--- src/rtl/dcache_controller.sv ---
// Direct-mapped, write-through, read-allocate data cache with a handshaked backing-memory port.
// Read hit: cpu_ready 1 cycle after acceptance. Misses and writes stall, with cpu_busy high, until mem_ready.
module dcache_controller #(
  parameter int ADDR_WIDTH = 32,
  parameter int DATA_WIDTH = 32,
  parameter int LINES      = 16,
  parameter int CNT_WIDTH  = 16
) (
  input  logic                  clock,
  input  logic                  reset,
  input  logic                  cpu_read,
  input  logic                  cpu_write,
  input  logic [ADDR_WIDTH-1:0] cpu_addr,
  input  logic [DATA_WIDTH-1:0] cpu_wdata,
  input  logic                  flush,
  output logic [DATA_WIDTH-1:0] cpu_rdata,
  output logic                  cpu_ready,
  output logic                  cpu_busy,
  output logic                  mem_req,
  output logic                  mem_we,
  output logic [ADDR_WIDTH-1:0] mem_addr,
  output logic [DATA_WIDTH-1:0] mem_wdata,
  input  logic                  mem_ready,
  input  logic [DATA_WIDTH-1:0] mem_rdata,
  output logic [CNT_WIDTH-1:0]  hit_count,
  output logic [CNT_WIDTH-1:0]  miss_count
);

  localparam int INDEX_BITS = $clog2(LINES);
  localparam int TAG_BITS   = ADDR_WIDTH - 2 - INDEX_BITS;

  typedef enum logic [1:0] {IDLE, READ_MEM, WRITE_MEM, RESPOND} state_t;

  state_t state, state_nxt;

  logic [LINES-1:0]      valid;
  logic [TAG_BITS-1:0]   tag_store  [LINES];
  logic [DATA_WIDTH-1:0] data_store [LINES];

  logic [INDEX_BITS-1:0] cpu_index, mem_index;
  logic [TAG_BITS-1:0]   cpu_tag, mem_tag;
  logic                  hit;
  logic                  unused_addr_bits;

  assign cpu_index        = cpu_addr[INDEX_BITS+1:2];
  assign cpu_tag          = cpu_addr[ADDR_WIDTH-1:INDEX_BITS+2];
  assign mem_index        = mem_addr[INDEX_BITS+1:2];
  assign mem_tag          = mem_addr[ADDR_WIDTH-1:INDEX_BITS+2];
  assign hit              = valid[cpu_index] && (tag_store[cpu_index] == cpu_tag);
  assign unused_addr_bits = ^{cpu_addr[1:0], mem_addr[1:0]};

  logic [DATA_WIDTH-1:0] rdata_nxt, wdata_nxt, line_dat;
  logic [ADDR_WIDTH-1:0] addr_nxt;
  logic                  ready_nxt, busy_nxt, req_nxt, we_nxt;
  logic                  line_we, set_valid, clr_all, hit_inc, miss_inc;
  logic [INDEX_BITS-1:0] line_idx;
  logic [TAG_BITS-1:0]   line_tag;

  always_comb begin
    state_nxt = state;
    rdata_nxt = cpu_rdata;
    ready_nxt = 1'b0;
    busy_nxt  = cpu_busy;
    req_nxt   = mem_req;
    we_nxt    = mem_we;
    addr_nxt  = mem_addr;
    wdata_nxt = mem_wdata;
    line_we   = 1'b0;
    line_idx  = cpu_index;
    line_tag  = cpu_tag;
    line_dat  = cpu_wdata;
    set_valid = 1'b0;
    clr_all   = 1'b0;
    hit_inc   = 1'b0;
    miss_inc  = 1'b0;
    case (state)
      IDLE: begin
        if (flush) begin
          clr_all = 1'b1;
        end else if (cpu_write) begin
          // Write-through: the line is only updated when already resident.
          line_we   = hit;
          hit_inc   = hit;
          miss_inc  = !hit;
          req_nxt   = 1'b1;
          we_nxt    = 1'b1;
          addr_nxt  = {cpu_addr[ADDR_WIDTH-1:2], 2'b00};
          wdata_nxt = cpu_wdata;
          busy_nxt  = 1'b1;
          state_nxt = WRITE_MEM;
        end else if (cpu_read) begin
          busy_nxt = 1'b1;
          if (hit) begin
            rdata_nxt = data_store[cpu_index];
            hit_inc   = 1'b1;
            ready_nxt = 1'b1;
            state_nxt = RESPOND;
          end else begin
            miss_inc  = 1'b1;
            req_nxt   = 1'b1;
            we_nxt    = 1'b0;
            addr_nxt  = {cpu_addr[ADDR_WIDTH-1:2], 2'b00};
            state_nxt = READ_MEM;
          end
        end
      end
      READ_MEM: begin
        if (mem_ready) begin
          line_we   = 1'b1;
          set_valid = 1'b1;
          line_idx  = mem_index;
          line_tag  = mem_tag;
          line_dat  = mem_rdata;
          rdata_nxt = mem_rdata;
          req_nxt   = 1'b0;
          ready_nxt = 1'b1;
          state_nxt = RESPOND;
        end
      end
      WRITE_MEM: begin
        if (mem_ready) begin
          req_nxt   = 1'b0;
          we_nxt    = 1'b0;
          ready_nxt = 1'b1;
          state_nxt = RESPOND;
        end
      end
      RESPOND: begin
        busy_nxt  = 1'b0;
        state_nxt = IDLE;
      end
      default: state_nxt = IDLE;
    endcase
  end

  always_ff @(posedge clock) begin
    if (reset) begin
      state      <= IDLE;
      valid      <= '0;
      cpu_rdata  <= '0;
      cpu_ready  <= 1'b0;
      cpu_busy   <= 1'b0;
      mem_req    <= 1'b0;
      mem_we     <= 1'b0;
      mem_addr   <= '0;
      mem_wdata  <= '0;
      hit_count  <= '0;
      miss_count <= '0;
    end else begin
      state     <= state_nxt;
      cpu_rdata <= rdata_nxt;
      cpu_ready <= ready_nxt;
      cpu_busy  <= busy_nxt;
      mem_req   <= req_nxt;
      mem_we    <= we_nxt;
      mem_addr  <= addr_nxt;
      mem_wdata <= wdata_nxt;
      if (clr_all) valid <= '0;
      else if (set_valid) valid[line_idx] <= 1'b1;
      if (hit_inc && hit_count != {CNT_WIDTH{1'b1}}) hit_count <= hit_count + 1'b1;
      if (miss_inc && miss_count != {CNT_WIDTH{1'b1}}) miss_count <= miss_count + 1'b1;
    end
  end

  // Tag and data arrays need no reset: valid bits qualify every lookup.
  always_ff @(posedge clock) begin
    if (!reset && line_we) begin
      tag_store[line_idx]  <= line_tag;
      data_store[line_idx] <= line_dat;
    end
  end

endmodule

--- config.mk ---
export PLATFORM = sky130hd
export DESIGN_NAME = dcache_controller
export DESIGN_NICKNAME = d
export VERILOG_FILES = /design/src/rtl/dcache_controller.sv
export SDC_FILE = /design/constraint.sdc
export NUM_CORES = 1
export LEC_CHECK = 0
export BUFFER_PORTS_ARGS = -buffer_cell sky130_fd_sc_hd__buf_2
export CAP_MARGIN = 20
export CORE_ASPECT_RATIO = 0.8
export CORE_MARGIN = 3
export CORE_UTILIZATION = 41
export DETAILED_ROUTE_END_ITERATION = 16
export GPL_TIMING_DRIVEN = 0
export HOLD_SLACK_MARGIN = 0.06
export PLACE_DENSITY = 0.65
export REMOVE_ABC_BUFFERS = 1
export SYNTH_ARGS = -nofsm -noshare
export SYNTH_HDL_FRONTEND = slang
export SYNTH_SLANG_ARGS = --single-unit
--- constraint.sdc ---
create_clock -name clock -period 8.3 [get_ports clock]
set_input_delay 0 -clock clock [delete_from_list [all_inputs] [get_ports clock]]
set_output_delay 0 -clock clock [all_outputs]
set_load 0.1 [all_outputs]
======== Yosys cells after proc, flatten, opt, wreduce, memory -nomap -nowiden ========
Memories as Yosys holds them, arrays and structs flattened.
Cells that the tools add are included.
storage, ports and cells
  RAM bits ................................ 928
  output and inout port bits .............. 132
  memories ................................ 2
  register bits after elaboration ......... 150
operators by class
  $add $sub $neg .......................... 2
  muxes and demuxes ....................... 62
  reductions and logical operators ........ 22
  bitwise logic cells ..................... 2
  equal/unequal tests ..................... 16
  magnitude comparators ................... 3
memories
  name        words  width  rd ports  clocked after memory_dff  wr ports  line  source
  data_store  16     32     1         0                         1         38    logic [DATA_WIDTH-1:0] data_store [LINES];
  tag_store   16     26     1         0                         1         37    logic [TAG_BITS-1:0] tag_store [LINES];
operators by type and width
  operator               count
  $mux 32                10
  $pmux 32 s2            1
  $mux 26                2
  $mux 1                 34
  $add 16x1->16 const B  2
  $ne 16x16->1 const B   2
  $eq 26x26->1           1
  $or 16x16->16          1
  $ne 2x2->1 const B     7
  $lt 4x5->1 const B     2
  $mux 2                 5
  $pmux 1 s2             5
  $reduce_and 5->1       2
  $reduce_bool 2->1      5
  $reduce_and 3->1       3
  $mux 4                 2
  $ne 3x3->1 const B     2
  $pmux 2 s3             1
  $reduce_and 6->1       1
  $logic_and 1x1->1      5
  $bmux 1 s4             1
  $demux 1 s4            1
  $eq 2x2->1 const B     2
  $ge 4x1->1 const B     1
  other kinds (7)        9

======== Depth between registers and ports, before layout ========
  word-level depth ........................ 9
  mapped depth ............................ 15

======== Least setup slack after synthesis ========
OpenSTA, ideal clock, no wires.
  path type ............................... input-to-reg
  from .................................... in cpu_addr[4]
  to ...................................... mem data_store[11][0] (enable)
  data required time ...................... 7.755 ns
  cell stages on the path ................. 11
  library setup time ...................... 0.545 ns
  slack ................................... 0.976 ns
  arrival time ............................ 6.779 ns
  path through ............................ clkbuf_1 -> buf_1 -> mux4_2 -> mux4_2 -> xor2_1 -> nor4_2 -> nand4_2 -> nor3_1 -> o221ai_2 -> clkbuf_1 -> nor3_1
between the ends
  cells in the longest elaborated chain, start to end .. 9
ends and longest elaborated chain
  what                                                line  source
  start, declared                                     13    input logic [ADDR_WIDTH-1:0] cpu_addr,
  $mem_v2 16x26 / $bmux 1 s4 (equally long branches)  -
  $eq 26x26->1 / $mux 1 (equally long branches)       49    assign hit = valid[cpu_index] && (tag_store[cpu_index] == cpu_tag);
  $logic_and 1x1->1                                   49
  $mux 1                                              80    end else if (cpu_write) begin
  $mux 1                                              78    if (flush) begin
  $pmux 1 s2                                          76    case (state)
  $logic_and 1x1->1                                   167   if (!reset && line_we) begin
  $mux 1                                              167
  $mux 1 (not written as such)                        169   data_store[line_idx] <= line_dat;
  end, declared                                       38
Several ways; a longest one is shown, not always the timed one. The select of a mux whose other input is x is not followed.

======== Worst setup path in the final report ========
  from .................................... in cpu_addr[5]
  to ...................................... mem data_store[15][27] (enable)
The elaborated chain is that of the path after synthesis.

==> flow_metrics.py <==
metrics = {
    "run_status": {
        "status": "completed",
    },
    "yosys": {
        "seq_area_frac_synth": 0.7061,
        "synth_seq_cells": 1076,
        "synthFlopType": "edfxtp_1",
        "yosysWarnings": 0,
        "async_flop_share": 0,
        "synthCells": 2626,
        "postSynthAreaPerCell_um2": 16.63,
        "synth_edf_count": 928,
        "synth_area_mm2": 0.04366,
        "synth_cell_types": 71,
    },
    "floorplan": {
        "initial_utilization": 0.4156,
        "dieWidth_um": 370.8,
        "ios": 234,
        "fp.dieArea_mm2": 0.1105,
        "core_mm2": 0.1050,
        "die_y_um": 297.9,
        "fp-row-count": 106,
    },
    "clock_tree": {
        "insertion_delay_ns": 0.68,
        "cts_tree": "done",
        "clk_pin_slew_worst_paths_ns": 0.06,
        "cts_buffer_depth": 3,
        "cts_buffers": 107,
        "cts_resized": 0,
        "clock-root-buffer": "clkbuf_16",
        "cts.sinks": 1076,
        "h-tree-depth": 3,
    },
    "placement": {
        "portBuffers": 229,
        "dp_hpwl_um": 77200,
        "dpl_cell_area_mm2": 0.04820,
        "gp_congestion": 0.7632,
        "place_ws_ns": 1.469,
    },
    "layout": {
        "drive_gt1_frac": 0.2624,
        "nets": 3266,
        "area_growth_pct": 22.69,
        "fillers": 8437,
        "stdcell_area_mm2": 0.05357,
    },
    "power_and_ir_drop": {
        "power_leakage_nw": 18.24,
        "p_per_area_mw_per_mm2": 243.6,
        "ir_drop_uv": 152.6,
        "p_seq_frac": 0.478,
        "p_sw_mw": 3.562,
        "p_int_mw": 9.489,
        "swShare": 0.2729,
        "pwr-share-comb": 0.155,
        "design_power_total_mw": 13.05,
        "p_clk_frac": 0.367,
    },
    "setup_path": {
        "startpoint_type": "primary input",
        "r2r_slack_ns": 2.60,
        "r2r-start": "tag_store[14][18]",
        "cpPeakStageDelay_ns": 0.86,
        "path_class": "in2reg",
        "endpoint": "data_store[15][27]",
        "cp.arrival_ns": 6.56,
        "cp.required_ns": 8.67,
        "crit_path_end_kind": "register",
        "crit_fanout": 44,
        "critPathSlowestCell": "clkinv_4",
        "r2r-end": "data_store[15][27]",
        "worstSetupStartpoint": "cpu_addr[5]",
        "path_cells": "buf_2 > clkinv_4 > a221o_1 > o22ai_1 > xor2_1 > nor4_2 > nand4_2 > nor3_1 > o221ai_2 > nor3_2 > buf_6 > buf_8 > buf_6 > buf_8 > buf_6",
        "cp_common_cell": "buf_6",
        "ff2ff_path_depth": 13,
    },
    "sta": {
        "final-hold-violation-count": 0,
        "fin_worst_skew_ns": 0.03037,
        "rsz0062_at_grt": "no",
        "worst_pin_slew_ns": 1.174,
        "period_share": 0.7457,
        "finalSetupViolCount": 0,
        "drv_slew": 0,
        "final.setup.tns_ns": 0,
        "worst_slack_ns": 2.111,
        "slew_headroom": 0.2173,
        "period_minus_slack_ns": 6.189,
        "fmax_mhz": 161.6,
    },
    "grt": {
        "antenna_found_initial": 5,
        "grt_usage": 0.2084,
        "grt_pass1_vias": 26460,
        "grt_max_degree": 135,
        "grt_pass1_wl_um": 172400,
        "grt-ovfl-total": 0,
    },
    "routing": {
        "routed_via_density": 5.700,
        "drt_iter0_markers": 2740,
        "drc": 0,
        "dr.pass1.iters": 6,
        "num_vias": 26560,
        "ant_nets": 0,
        "wl_um": 116200,
        "wl_per_cell_um": 24.94,
    },
    "job": {
        "cap_violations": 0,
    },
    "hold_path": {
        "hold_path.class": "in2reg",
    },
}
[state kept, by name, summed over array words and instances, names as in the netlist]
signal      count
hit_count      16
data_store    512
mem_addr       30
tag_store     416
miss_count     16
cpu_ready       1
state           2
cpu_busy        1
mem_wdata      32
valid          16
mem_req         1
mem_we          1
cpu_rdata      32
[worst min-delay path by stage]
stage / to / depth (start not counted) / startpoint
after global routing: mem_wdata[18] / 4 / cpu_wdata[18]
after global placement: mem_wdata[29] / 3 / cpu_wdata[29]
final: mem_wdata[21] / 4 / cpu_wdata[21]
after detailed placement: mem_wdata[19] / 3 / cpu_wdata[19]
after CTS: mem_wdata[15] / 4 / cpu_wdata[15]
after floorplan: cpu_rdata[4] / 1 / reset
[per-layer routing]
metal,vias up,track usage,routed length [um]
met3,199,0.04255,9695
li1,11420,-,-
met2,1233,0.3386,56510
met5,-,0,13
met1,13700,0.2880,47090
met4,2,0.05377,2868
[layout by cell type (no fill, tap or decap), types with 17 or more instances in the layout]
cell,instances
a21oi_1,78
a22oi_1,35
a31oi_1,34
and2_1,17
buf_2,226
buf_6,126
buf_8,20
clkbuf_1,31
clkbuf_16,111
clkinv_1,19
dfxtp_1,148
dlygate4sd3_1,187
edfxtp_1,928
inv_1,57
mux2i_1,51
mux4_2,243
nand2_1,355
nand2b_1,36
nand3_1,25
nand4b_1,33
nor2_1,56
nor2b_1,20
nor3_2,17
o21ai_0,45
o22ai_1,38
[per-stage QoR]
step                hold slack (ns)  cells  utilization
floorplan                   0.06907   2462            -
global placement             0.2537   4095       0.4360
detailed placement           0.2603   4265       0.4588
CTS                         0.09189   4655       0.5099
global route                 0.1193   4659       0.5099
finish                       0.1299   4659       0.5099
[cells in the mapped netlist (24+ instances only)]
cell | n | area, um2
o22ai_1 | 38 | 237.7
nand3_1 | 25 | 125.1
inv_1 | 57 | 214.0
nand2b_1 | 36 | 225.2
nand2_1 | 357 | 1340
dfxtp_1 | 148 | 2963
a31oi_1 | 34 | 212.7
a21oi_1 | 78 | 390.4
nor2_1 | 56 | 210.2
clkbuf_1 | 92 | 345.3
mux4_2 | 243 | 5473
a22oi_1 | 35 | 262.8
edfxtp_1 | 928 | 27870
mux2i_1 | 51 | 510.5
buf_1 | 24 | 90.09
o21ai_0 | 45 | 225.2
nor3_1 | 33 | 165.2
buf_2 | 26 | 130.1
nand4b_1 | 33 | 289.0
[cell families (layout without fill, tap and decap cells)]
kind of cell               Yosys count  after routing  share of synthesized area
buffers and inverters              224            848                    0.02255
adders and majority gates            7              7                   0.002006
and+or+nand+nor                    635            635                    0.06901
muxes                              314            314                     0.1422
AOI/OAI and AO/OA                  339            339                    0.05199
other                                1              6                 0.00008589
xor gates and xnor gates            30             30                   0.006018
DFF                               1076           1076                     0.7061
[power by group through the flow]
stage	registers, mW	logic (mW)	clock network [mW]
3_5_place_dp	6.35	1.89	0
3_3_place_gp	6.36	1.78	0
6_report	6.24	2.02	4.79
4_1_cts	6.24	2.00	4.88
5_1_grt	6.25	2.13	5.11
2_1_floorplan	6.80	0.708	0
[critical path, delay by kind of cell]
kind            cells  cell delay, ns
xor+xnor            1            0.19
buf+inv             7            2.45
simple gates        4            2.43
compound gates      3            1.36
[layout make-up]
class / instances / area, um2 / share of cell area
inverters: 59 / 226.5 / 0.004228
clock inverters: 56 / 524.3 / 0.009787
well taps: 1404 / 1757 / 0.03280
clock buffers: 147 / 2963 / 0.05531
flip-flops and latches: 1076 / 30830 / 0.5756
repair buffers: 586 / 5280 / 0.09857
multi-input cells: 1327 / 11980 / 0.2236
diodes: 4 / 10.01 / 0.0001869
[timing repair]
action                    4_1_cts  5_1_grt
buffers inserted                0        0
hold buffers                  187        0
hold endpoints to repair      752        0
No activity file was read; power rests on OpenSTA's default activity.
